==> config.mk <==
export PLATFORM = sky130hd
export DESIGN_NAME = cmd_sched_flat
export DESIGN_NICKNAME = d
export VERILOG_FILES = /design/src/rtl/cmd_sched_pkg.sv /design/src/rtl/cmd_sched_if.sv /design/src/rtl/cmd_sched_decode.sv /design/src/rtl/cmd_sched.sv /design/src/flat_wrapper.sv
export SDC_FILE = /design/constraint.sdc
export NUM_CORES = 1
export LEC_CHECK = 0
export CORE_MARGIN = 2
export CORE_UTILIZATION = 32
export CTS_CLUSTER_DIAMETER = 80
export DETAILED_ROUTE_END_ITERATION = 10
export PLACE_DENSITY = 0.67
export SLEW_MARGIN = 20
export SYNTH_ARGS = -nofsm -noshare
export SYNTH_HDL_FRONTEND = slang
export SYNTH_SLANG_ARGS = --single-unit
==> constraint.sdc <==
create_clock -name clk -period 4.9 [get_ports clk]
set_input_delay 0.49 -clock clk [delete_from_list [all_inputs] [get_ports clk]]
set_output_delay 0.49 -clock clk [all_outputs]
set_load 0.01 [all_outputs]
==> src/rtl/cmd_sched_pkg.sv <==
// Shared definitions for the command scheduler: FSM states, op codes,
// command word indices, engine indices and DMA read-port masks.
package cmd_sched_pkg;

    typedef enum logic [2:0] {
        S_IDLE     = 3'd0,
        S_FETCH    = 3'd1,
        S_DISPATCH = 3'd2,
        S_WAIT     = 3'd3,
        S_DONE     = 3'd4,
        S_ERR      = 3'd5
    } state_t;

    localparam logic [2:0] OP_CONV1X1 = 3'd1;
    localparam logic [2:0] OP_CONV3X3 = 3'd2;
    localparam logic [2:0] OP_CONVDW  = 3'd3;
    localparam logic [2:0] OP_MAXPOOL = 3'd4;
    localparam logic [2:0] OP_AVEPOOL = 3'd5;

    localparam logic [7:0] W_OP     = 8'd0;
    localparam logic [7:0] W_CH     = 8'd1;
    localparam logic [7:0] W_NUM    = 8'd2;
    localparam logic [7:0] W_WADDR  = 8'd3;
    localparam logic [7:0] W_DADDR  = 8'd4;
    localparam logic [7:0] W_WBADDR = 8'd5;

    localparam int ENG_CONV    = 0;
    localparam int ENG_MAXPOOL = 1;
    localparam int ENG_AVEPOOL = 2;

    localparam logic [3:0] MASK_HI  = 4'b1100;
    localparam logic [3:0] MASK_LO  = 4'b0011;
    localparam logic [3:0] MASK_ALL = 4'b1111;

endpackage

==> src/rtl/cmd_sched_if.sv <==
// Command word stream between the command FIFO (master) and the scheduler (slave).
interface cmd_sched_if;
    logic [31:0] cmd_data;
    logic        cmd_valid;
    logic        cmd_ready;

    modport master (output cmd_data, output cmd_valid, input cmd_ready);
    modport slave  (input cmd_data, input cmd_valid, output cmd_ready);
endinterface

==> src/rtl/cmd_sched_decode.sv <==
// Combinational decode of a fetched command into engine select, DMA port mask
// and an error flag for unsupported op codes or bad output-channel counts.
module cmd_sched_decode
    import cmd_sched_pkg::*;
#(
    parameter int N_ENG  = 3,
    parameter int N_PORT = 4,
    parameter int PAR_N  = 16
) (
    input  logic [2:0]        op_type,
    input  logic [15:0]       o_ch,
    output logic [N_ENG-1:0]  eng_oh,
    output logic [N_PORT-1:0] port_mask,
    output logic              err
);

    always_comb begin
        eng_oh    = '0;
        port_mask = '0;
        err       = 1'b0;
        case (op_type)
            OP_CONV1X1: begin eng_oh[ENG_CONV]    = 1'b1; port_mask = N_PORT'(MASK_HI);  end
            OP_CONV3X3: begin eng_oh[ENG_CONV]    = 1'b1; port_mask = N_PORT'(MASK_LO);  end
            OP_CONVDW:  begin eng_oh[ENG_CONV]    = 1'b1; port_mask = N_PORT'(MASK_ALL); end
            OP_MAXPOOL: begin eng_oh[ENG_MAXPOOL] = 1'b1; port_mask = N_PORT'(MASK_LO);  end
            OP_AVEPOOL: begin eng_oh[ENG_AVEPOOL] = 1'b1; port_mask = N_PORT'(MASK_LO);  end
            default:    err = 1'b1;
        endcase
        // Completion is counted in PAR_N steps, so o_ch must be a nonzero multiple.
        if (o_ch == 16'd0 || (o_ch % 16'(PAR_N)) != 16'd0)
            err = 1'b1;
        if (err) begin
            eng_oh    = '0;
            port_mask = '0;
        end
    end

endmodule

==> src/rtl/cmd_sched.sv <==
// Command scheduler: fetches CMD_WORDS-word commands, dispatches them to compute
// engines and tracks completion. Optional perf counters under CMD_SCHED_PERF_EN.
module cmd_sched
    import cmd_sched_pkg::*;
#(
    parameter int N_ENG     = 3,
    parameter int CMD_WORDS = 6,
    parameter int PAR_N     = 16,
    parameter int N_PORT    = 4
) (
    input  logic              clk,
    input  logic              rst_n,
    input  logic              op_en,
    input  logic [7:0]        cmd_count,
    cmd_sched_if.slave        cmd,
    output logic [N_ENG-1:0]  eng_start,
    input  logic [N_ENG-1:0]  eng_done,
    output logic [N_PORT-1:0] rd_port_en,
    output logic [2:0]        op_type,
    output logic [15:0]       i_ch,
    output logic [15:0]       o_ch,
    output logic [15:0]       op_num,
    output logic [31:0]       weight_addr,
    output logic [31:0]       data_addr,
    output logic [31:0]       wb_addr,
    output logic              busy,
    output logic              irq,
    input  logic              irq_clr,
    output logic              err
`ifdef CMD_SCHED_PERF_EN
    ,
    output logic [31:0]       perf_cycles,
    output logic [15:0]       perf_layers
`endif
);

    state_t              state_q, state_d;
    logic [7:0]          widx_q, widx_d;
    logic [7:0]          cnt_q, cnt_d;
    logic [7:0]          layer_q, layer_d;
    logic [15:0]         ch_cnt_q, ch_cnt_d;
    logic [N_ENG-1:0]    eng_sel_q, eng_sel_d;
    logic [N_PORT-1:0]   rd_port_en_q, rd_port_en_d;
    logic [2:0]          op_type_q, op_type_d;
    logic [15:0]         i_ch_q, i_ch_d, o_ch_q, o_ch_d, op_num_q, op_num_d;
    logic [31:0]         weight_addr_q, weight_addr_d;
    logic [31:0]         data_addr_q, data_addr_d;
    logic [31:0]         wb_addr_q, wb_addr_d;

    logic [N_ENG-1:0]    dec_eng;
    logic [N_PORT-1:0]   dec_mask;
    logic                dec_err;
    logic                op_accept;
    logic                layer_done;

    cmd_sched_decode #(.N_ENG(N_ENG), .N_PORT(N_PORT), .PAR_N(PAR_N)) u_decode (
        .op_type   (op_type_q),
        .o_ch      (o_ch_q),
        .eng_oh    (dec_eng),
        .port_mask (dec_mask),
        .err       (dec_err)
    );

    assign op_accept  = (state_q == S_IDLE) && op_en;
    // Only the engine latched at dispatch may advance the channel count.
    assign layer_done = (state_q == S_WAIT) && (|(eng_done & eng_sel_q))
                        && ((ch_cnt_q + 16'(PAR_N)) == o_ch_q);

    always_comb begin
        state_d       = state_q;
        widx_d        = widx_q;
        cnt_d         = cnt_q;
        layer_d       = layer_q;
        ch_cnt_d      = ch_cnt_q;
        eng_sel_d     = eng_sel_q;
        rd_port_en_d  = rd_port_en_q;
        op_type_d     = op_type_q;
        i_ch_d        = i_ch_q;
        o_ch_d        = o_ch_q;
        op_num_d      = op_num_q;
        weight_addr_d = weight_addr_q;
        data_addr_d   = data_addr_q;
        wb_addr_d     = wb_addr_q;
        case (state_q)
            S_IDLE: begin
                if (op_en) begin
                    cnt_d   = cmd_count;
                    layer_d = 8'd0;
                    widx_d  = 8'd0;
                    state_d = (cmd_count != 8'd0) ? S_FETCH : S_DONE;
                end
            end
            S_FETCH: begin
                if (cmd.cmd_valid) begin
                    case (widx_q)
                        W_OP:     op_type_d = cmd.cmd_data[2:0];
                        W_CH:     begin
                                      i_ch_d = cmd.cmd_data[15:0];
                                      o_ch_d = cmd.cmd_data[31:16];
                                  end
                        W_NUM:    op_num_d      = cmd.cmd_data[31:16];
                        W_WADDR:  weight_addr_d = cmd.cmd_data;
                        W_DADDR:  data_addr_d   = cmd.cmd_data;
                        W_WBADDR: wb_addr_d     = cmd.cmd_data;
                        default:  ;
                    endcase
                    if (widx_q == 8'(CMD_WORDS - 1)) begin
                        widx_d  = 8'd0;
                        state_d = S_DISPATCH;
                    end else begin
                        widx_d = widx_q + 8'd1;
                    end
                end
            end
            S_DISPATCH: begin
                ch_cnt_d = 16'd0;
                if (dec_err) begin
                    rd_port_en_d = '0;
                    state_d      = S_ERR;
                end else begin
                    eng_sel_d    = dec_eng;
                    rd_port_en_d = dec_mask;
                    state_d      = S_WAIT;
                end
            end
            S_WAIT: begin
                if (layer_done) begin
                    ch_cnt_d     = o_ch_q;
                    rd_port_en_d = '0;
                    layer_d      = layer_q + 8'd1;
                    state_d      = ((layer_q + 8'd1) == cnt_q) ? S_DONE : S_FETCH;
                end else if (|(eng_done & eng_sel_q)) begin
                    ch_cnt_d = ch_cnt_q + 16'(PAR_N);
                end
            end
            S_DONE, S_ERR: begin
                if (irq_clr)
                    state_d = S_IDLE;
            end
            default: state_d = S_IDLE;
        endcase
    end

    always_ff @(posedge clk or negedge rst_n) begin
        if (!rst_n) begin
            state_q       <= S_IDLE;
            widx_q        <= 8'd0;
            cnt_q         <= 8'd0;
            layer_q       <= 8'd0;
            ch_cnt_q      <= 16'd0;
            eng_sel_q     <= '0;
            rd_port_en_q  <= '0;
            op_type_q     <= 3'd0;
            i_ch_q        <= 16'd0;
            o_ch_q        <= 16'd0;
            op_num_q      <= 16'd0;
            weight_addr_q <= 32'd0;
            data_addr_q   <= 32'd0;
            wb_addr_q     <= 32'd0;
        end else begin
            state_q       <= state_d;
            widx_q        <= widx_d;
            cnt_q         <= cnt_d;
            layer_q       <= layer_d;
            ch_cnt_q      <= ch_cnt_d;
            eng_sel_q     <= eng_sel_d;
            rd_port_en_q  <= rd_port_en_d;
            op_type_q     <= op_type_d;
            i_ch_q        <= i_ch_d;
            o_ch_q        <= o_ch_d;
            op_num_q      <= op_num_d;
            weight_addr_q <= weight_addr_d;
            data_addr_q   <= data_addr_d;
            wb_addr_q     <= wb_addr_d;
        end
    end

    assign cmd.cmd_ready = (state_q == S_FETCH);
    assign eng_start     = (state_q == S_DISPATCH && !dec_err) ? dec_eng : '0;
    assign rd_port_en    = rd_port_en_q;
    assign op_type       = op_type_q;
    assign i_ch          = i_ch_q;
    assign o_ch          = o_ch_q;
    assign op_num        = op_num_q;
    assign weight_addr   = weight_addr_q;
    assign data_addr     = data_addr_q;
    assign wb_addr       = wb_addr_q;
    assign busy          = (state_q != S_IDLE) && (state_q != S_DONE);
    assign irq           = (state_q == S_DONE) || (state_q == S_ERR);
    assign err           = (state_q == S_ERR);

`ifdef CMD_SCHED_PERF_EN
    logic [31:0] perf_cycles_q, perf_cycles_d;
    logic [15:0] perf_layers_q, perf_layers_d;

    always_comb begin
        perf_cycles_d = perf_cycles_q;
        perf_layers_d = perf_layers_q;
        if (op_accept) begin
            perf_cycles_d = 32'd0;
            perf_layers_d = 16'd0;
        end else begin
            if (busy && perf_cycles_q != 32'hFFFF_FFFF)
                perf_cycles_d = perf_cycles_q + 32'd1;
            if (layer_done)
                perf_layers_d = perf_layers_q + 16'd1;
        end
    end

    always_ff @(posedge clk or negedge rst_n) begin
        if (!rst_n) begin
            perf_cycles_q <= 32'd0;
            perf_layers_q <= 16'd0;
        end else begin
            perf_cycles_q <= perf_cycles_d;
            perf_layers_q <= perf_layers_d;
        end
    end

    assign perf_cycles = perf_cycles_q;
    assign perf_layers = perf_layers_q;
`endif

endmodule
==> src/flat_wrapper.sv <==
// flat-port wrapper written by rule: the top's interface ports become plain ports
module cmd_sched_flat import cmd_sched_pkg::*;
#(
    parameter int N_ENG     = 3,
    parameter int CMD_WORDS = 6,
    parameter int PAR_N     = 16,
    parameter int N_PORT    = 4
)
  (clk, rst_n, op_en, cmd_count, eng_start, eng_done, rd_port_en, op_type, i_ch, o_ch, op_num, weight_addr, data_addr, wb_addr, busy, irq, irq_clr, err, cmd_cmd_data, cmd_cmd_valid, cmd_cmd_ready);
  cmd_sched_if cmd_i ();
  input  logic clk;
  input  logic rst_n;
  input  logic op_en;
  input  logic [7:0] cmd_count;
  output logic [N_ENG-1:0] eng_start;
  input  logic [N_ENG-1:0] eng_done;
  output logic [N_PORT-1:0] rd_port_en;
  output logic [2:0] op_type;
  output logic [15:0] i_ch;
  output logic [15:0] o_ch;
  output logic [15:0] op_num;
  output logic [31:0] weight_addr;
  output logic [31:0] data_addr;
  output logic [31:0] wb_addr;
  output logic busy;
  output logic irq;
  input  logic irq_clr;
  output logic err;
  input wire logic [$bits(cmd_i.cmd_data)-1:0] cmd_cmd_data;
  input wire logic [$bits(cmd_i.cmd_valid)-1:0] cmd_cmd_valid;
  output wire logic [$bits(cmd_i.cmd_ready)-1:0] cmd_cmd_ready;
  assign cmd_i.cmd_data = cmd_cmd_data;
  assign cmd_i.cmd_valid = cmd_cmd_valid;
  assign cmd_cmd_ready = cmd_i.cmd_ready;
  cmd_sched #(.N_ENG(N_ENG), .CMD_WORDS(CMD_WORDS), .PAR_N(PAR_N), .N_PORT(N_PORT)) u_core (.clk(clk), .rst_n(rst_n), .op_en(op_en), .cmd_count(cmd_count), .cmd(cmd_i), .eng_start(eng_start), .eng_done(eng_done), .rd_port_en(rd_port_en), .op_type(op_type), .i_ch(i_ch), .o_ch(o_ch), .op_num(op_num), .weight_addr(weight_addr), .data_addr(data_addr), .wb_addr(wb_addr), .busy(busy), .irq(irq), .irq_clr(irq_clr), .err(err));
endmodule
Word-level counts from Yosys, hierarchy flattened
Cells that the tools add are included.

Reductions and logical operators: 34. Add/sub/neg operators: 3. Bitwise gates (word level): 2. Equality and inequality tests: 24. Muxes and demuxes: 29.

Operators by type and width (count): $mux W16 (2); $mux W8 (4); $pmux W16 S2 (1); $pmux W8 S2 (2); $mux W3 (10); $reduce_and A3 Y1 (8); $add A16 B5 Y16 const B (1); $add A8 B1 Y8 const B (2); $eq A16 B16 Y1 (1); $eq A8 B2 Y1 const B (2); $eq A8 B3 Y1 const B (2); $logic_not A16 Y1 (1); $reduce_bool A16 Y1 (1); $pmux W3 S5 (1); $eq A3 B2 Y1 const B (4); $eq A3 B3 Y1 const B (4); $pmux W4 S3 (1); $reduce_or A3 Y1 (3); $eq A8 B1 Y1 const B (1); $eq A8 B8 Y1 (1); $logic_not A8 Y1 (1); $mux W4 (2); $pmux W4 S2 (1); $reduce_and A2 Y1 (4); other kinds (18) (32).

Output and inout bits: 158. Input bits: 48. Flip-flop bits (word level): 197. Word-level logic and storage cells: 106.

Logic depth before layout (Yosys ltp)
Depth in word-level cells: 7. Gate-level depth with buffers: 9. Gate-level depth less buffers: 8.

Hierarchy
A second synthesis with hierarchy kept.

Cells, all modules: 670. Area, all modules: 8739.6 um2.

By module, submodules not included: cmd_sched (area each 8597.0 um2, times used 1, cells an instance 651, seq. area each 4929.7 um2); cmd_sched_decode (area each 142.6 um2, times used 1, cells an instance 19, seq. area each 0.0 um2).

Least setup slack after synthesis
Ideal clock, no wire load.

Path type: register -> register. From: register u_core.ch_cnt_q[4]. To: register u_core.rd_port_en_q[2] (netlist: u_core.rd_port_en[2]). Path buffers: 1. Data required time: 4.782 ns. Library setup time: 0.118 ns. Arrival time: 2.243 ns. Cell stages (with the launch flop): 10. Slack: 2.539 ns. Clock period less this slack: 2.361 ns. Cell sequence: dfrtp_1 ha_1 nand3_4 or3_1 a32o_1 nor4_1 nand3_1 buf_6 a21o_1 a21o_1.

Word-level cells in the longest chain between the ends: 5.

RTL lines: start, declared (line cmd_sched.sv:41) `logic [15:0] ch_cnt_q, ch_cnt_d;`; start signal, assigned (line cmd_sched.sv:165) `ch_cnt_q <= ch_cnt_d;`; $add A16 B5 Y16 (line cmd_sched.sv:67) `&& ((ch_cnt_q + 16'(PAR_N)) == o_ch_q);`; $eq A16 B16 Y1 (line cmd_sched.sv:67); $logic_and A1 B1 Y1 (line cmd_sched.sv:67); $ne A2 B1 Y1 (no source line); $reduce_and A2 Y1 (no source line); end signal, assigned (line cmd_sched.sv:167) `rd_port_en_q <= rd_port_en_d;`; end, declared (line cmd_sched.sv:43) `logic [N_PORT-1:0] rd_port_en_q, rd_port_en_d;`.

Every way passes these cells. A chain may end at the register's enable or synchronous reset.

Final worst setup path
From: register u_core.o_ch_q[0] (netlist: u_core.o_ch[0]). To: output port eng_start[2].

Word-level cells in the longest chain between the ends: 6. Elaborated cells on any way between the ends: 8. Those cells by class: 3 x mux; 5 x reduce/logical.

RTL lines: start, declared (line cmd_sched.sv:45) `logic [15:0] i_ch_q, i_ch_d, o_ch_q, o_ch_d, op_num_q, op_num_d;`; start signal, assigned (line cmd_sched.sv:170) `o_ch_q <= o_ch_d;`; $logic_not A16 Y1 or $reduce_bool A16 Y1 (tied branches) (line cmd_sched_decode.sv:30) `if (o_ch == 16'd0 || (o_ch % 16'(PAR_N)) != 16'd0)`; $logic_or A1 B1 Y1 * (line cmd_sched_decode.sv:30); $mux W1 * (line cmd_sched_decode.sv:30); $logic_not A1 Y1 (line cmd_sched.sv:179) `assign eng_start = (state_q == S_DISPATCH && !dec_err) ? dec_eng : '0;`; $logic_and A1 B1 Y1 (line cmd_sched.sv:179); $mux W3 * (line cmd_sched.sv:179); end, declared (line flat_wrapper.sv:15) `output logic [N_ENG-1:0] eng_start;`.

Every way passes the cells marked *; elsewhere a longest branch is shown, timed or not.

==> impl_metrics.toml <==
[run_status]
run_status = "finished clean"

[clock_network]
cts_tree = "done"
numCtsBuffers = 17
clk_latency_ns = 0.43
clk_pin_slew_ns = 0.08
post-cts-setup-buffer-count = 0
clkSinkCount = 195
cts-root-buf = "clkbuf_16"
htreeDepth = 4
cts-resized-gates = 0
hold_buffers = 0
clock_path_buffers = 2

[synth]
yosys.area.top_type_share_pct = 56.4
yosys_warnings = 0
yosysSeqAreaShare_pct = 56.4
syn_inst = 680
synth_area_leaders = "dfrtp_1, mux2_2, o21ai_0, xnor2_1, nand2_1"
synth_ff_type = "dfrtp_1"
synthTopCellsByCount = "dfrtp_1, mux2_2, nand2_1, o21ai_0, nor2_1"
synth_cell_types = 56
syn_area_per_cell_sq_um = 12.7
synthArstFlopShare_pct = 100
synth_top_cell_by_area = "dfrtp_1"
synth_most_common_cell = "dfrtp_1"
syn-num-nets = 735
ys_ff_latch = 195
synth-edff-count = 0
syn_area_sq_um = 8640

[layout]
fin_nets = 933
drive_above_1_share_pct = 23.5
num_antenna_cells = 0
area_growth_pct = 34.5

[timing]
fin_skew_ns = 0.0117
post-route-period-util_pct = 72.5
grt_setup_unrepaired = "false"
relSlewSlack_pct = 43.2
hold_viol_final = 0
setup_viol = 0
drv_slew = 0
max_freq_mhz = 281
fin_crit_ns = 3.55
tightest_slew_ns = 0.853
tns_ns = 0
setup_slack_ns = 1.35

[place]
port_buffers = 205
finalWeightedCongestion = 0.847
place_ws_ns = 1.66
dp_hpwl_microns = 16400

[die]
dieArea_sq_um = 28300
dieHeight_microns = 168
initial_core_util_pct = 32.3
row_count = 60
die_w_microns = 168
ios = 206
core-area_sq_um = 26700

[run]
cap_violations = 0

[power_and_ir_drop]
clock_power_share_pct = 22.7
netSwitchingFraction_pct = 32.8
p_sw_w = 0.00195
comb_power_share_pct = 35.6
power_density_nw_per_um2 = 511
seqPwrFrac_pct = 41.7
finalPower_w = 0.00594
vdd_drop_max_uv = 259
intPower_w = 0.00400
p_leak_nw = 5.15

[min_path]
min_path_type = "input port to asynchronous set/reset pin"

[routing]
drt-pass1-iter-count = 5
post_drt_wl_per_cell_microns = 18.8
vias = 6078
routed_wl_microns = 23200
routed_via_density = 4.93
drcViolationCount = 0
ant_nets = 0
drt_iter0_drc = 338

[global_routing]
antenna_found_initial = 0
grt_pass1_vias = 6155
grt-ovfl-total = 0
grt_use_total_pct = 16.6
grt_pass1_wl_microns = 36400
grt_max_degree = 105

[setup_path]
cp_max_fo = 8
cp_data_arrival_time_ns = 3.06
required_ns = 4.41
start_kind = "flop"
worstSetupPathType = "flop to output port"
crit_path_end_kind = "output port"
[layout make-up]
| class | instances | area [sq um] |
|---|---|---|
| Fill cell | 2497 | 15100 |
| Sequential cell | 195 | 4880 |
| Multi-Input combinational cell | 441 | 3570 |
| Timing Repair Buffer | 214 | 2150 |
| Tap cell | 341 | 427 |
| Clock buffer | 17 | 425 |
| Clock inverter | 15 | 144 |
| Inverter | 9 | 33.8 |
[cell usage in the layout (no fill, tap or decap), types with 2 or more instances in the layout]
cell,count
ha_1,7
and2_1,2
o31ai_1,2
dfrtp_1,195
nand4_1,4
o21a_1,6
buf_12,2
nand3_1,18
and3_1,10
clkinv_2,3
mux2_2,156
nor4b_1,2
buf_4,7
a31oi_1,2
nand2b_1,10
o21ai_0,32
nor2_1,27
nand3b_1,2
nor4_1,14
nor3b_1,3
mux2i_1,2
xor2_1,11
clkdlybuf4s50_1,204
o211ai_1,8
a21oi_1,10
inv_6,6
nor2b_1,3
nand2_1,39
nor3_1,9
clkinv_8,3
o2bb2ai_1,3
or3_1,4
inv_1,9
xnor2_1,18
clkbuf_16,17
nor2_4,2
a21o_1,9
or2_2,4
[final timing paths]
kind                                     startpoint             endpoint  slack, ns  cells after the start
worst max-delay path                 u_core.o_ch[0]         eng_start[2]       1.35                      6
worst min-delay path                          rst_n      u_core.i_ch[15]       0.09                      1
worst max register to register   u_core.ch_cnt_q[4]    u_core.layer_q[2]       1.76                      9
worst min register to register  u_core.eng_sel_q[1]  u_core.eng_sel_q[1]       0.49                      1
max in group asynchronous                     rst_n      u_core.o_ch[15]       3.59                      2
min in group clk                u_core.eng_sel_q[1]  u_core.eng_sel_q[1]       0.49                      1
[registers in the layout (all words and copies together) (netlist names), 8 cells and up]
register	cells
u_core.layer_q	8
u_core.cnt_q	8
u_core.widx_q	8
u_core.op_num	16
u_core.wb_addr	32
u_core.ch_cnt_q	16
u_core.weight_addr	32
u_core.data_addr	32
u_core.i_ch	16
u_core.o_ch	16
[per-layer routing]
layer / routed length, microns / track usage (%) / up-vias
met5: 0 / 0 / -
met4: 427 / 5.32 / 0
met3: 1760 / 5.76 / 29
met2: 10700 / 25.6 / 171
met1: 10300 / 21.9 / 3058
li1: - / - / 2820
[worst max-delay path, cell delays in order (launching register included)]
cell and delay [ns]:
dfrtp_1 0.42, nor4_1 0.48, o211ai_1 0.19, nor2_1 0.16, nand2_1 0.25, nor4bb_1 0.50
clkdlybuf4s50_1 0.62
[stage by stage]
step           cells  util [%]  instance area (sq um)  hold WS [ns]
2_1_floorplan    680         -                   8640         0.194
3_3_place_gp    1198      41.2                  11000         0.466
3_5_place_dp    1198      41.2                  11000         0.471
4_1_cts         1230      43.3                  11600         0.156
5_1_grt         1232      43.5                  11600         0.154
6_report        1232      43.5                  11600        0.0932
[power groups by stage]
stage | Combinational [W] | Sequential (W) | Clock, W
floorplan | 0.000843 | 0.00256 | 0
global placement | 0.00212 | 0.00249 | 0
detailed placement | 0.00213 | 0.00251 | 0
CTS | 0.00214 | 0.00248 | 0.00138
global route | 0.00228 | 0.00255 | 0.00146
finish | 0.00212 | 0.00248 | 0.00135
[cell families (layout without fill, tap and decap cells)]
family | after synthesis | in the layout | synth area share [%]
and+or+nand+nor | 164 | 164 | 10.4
adders and majority gates | 7 | 7 | 1.01
AOI/OAI and AO/OA | 82 | 82 | 6.06
muxes | 159 | 159 | 20.7
buffers and inverters | 44 | 255 | 2.46
DFF | 195 | 195 | 56.4
xor gates and xnor gates | 29 | 29 | 2.94
Power figures use the tool's default switching activity.
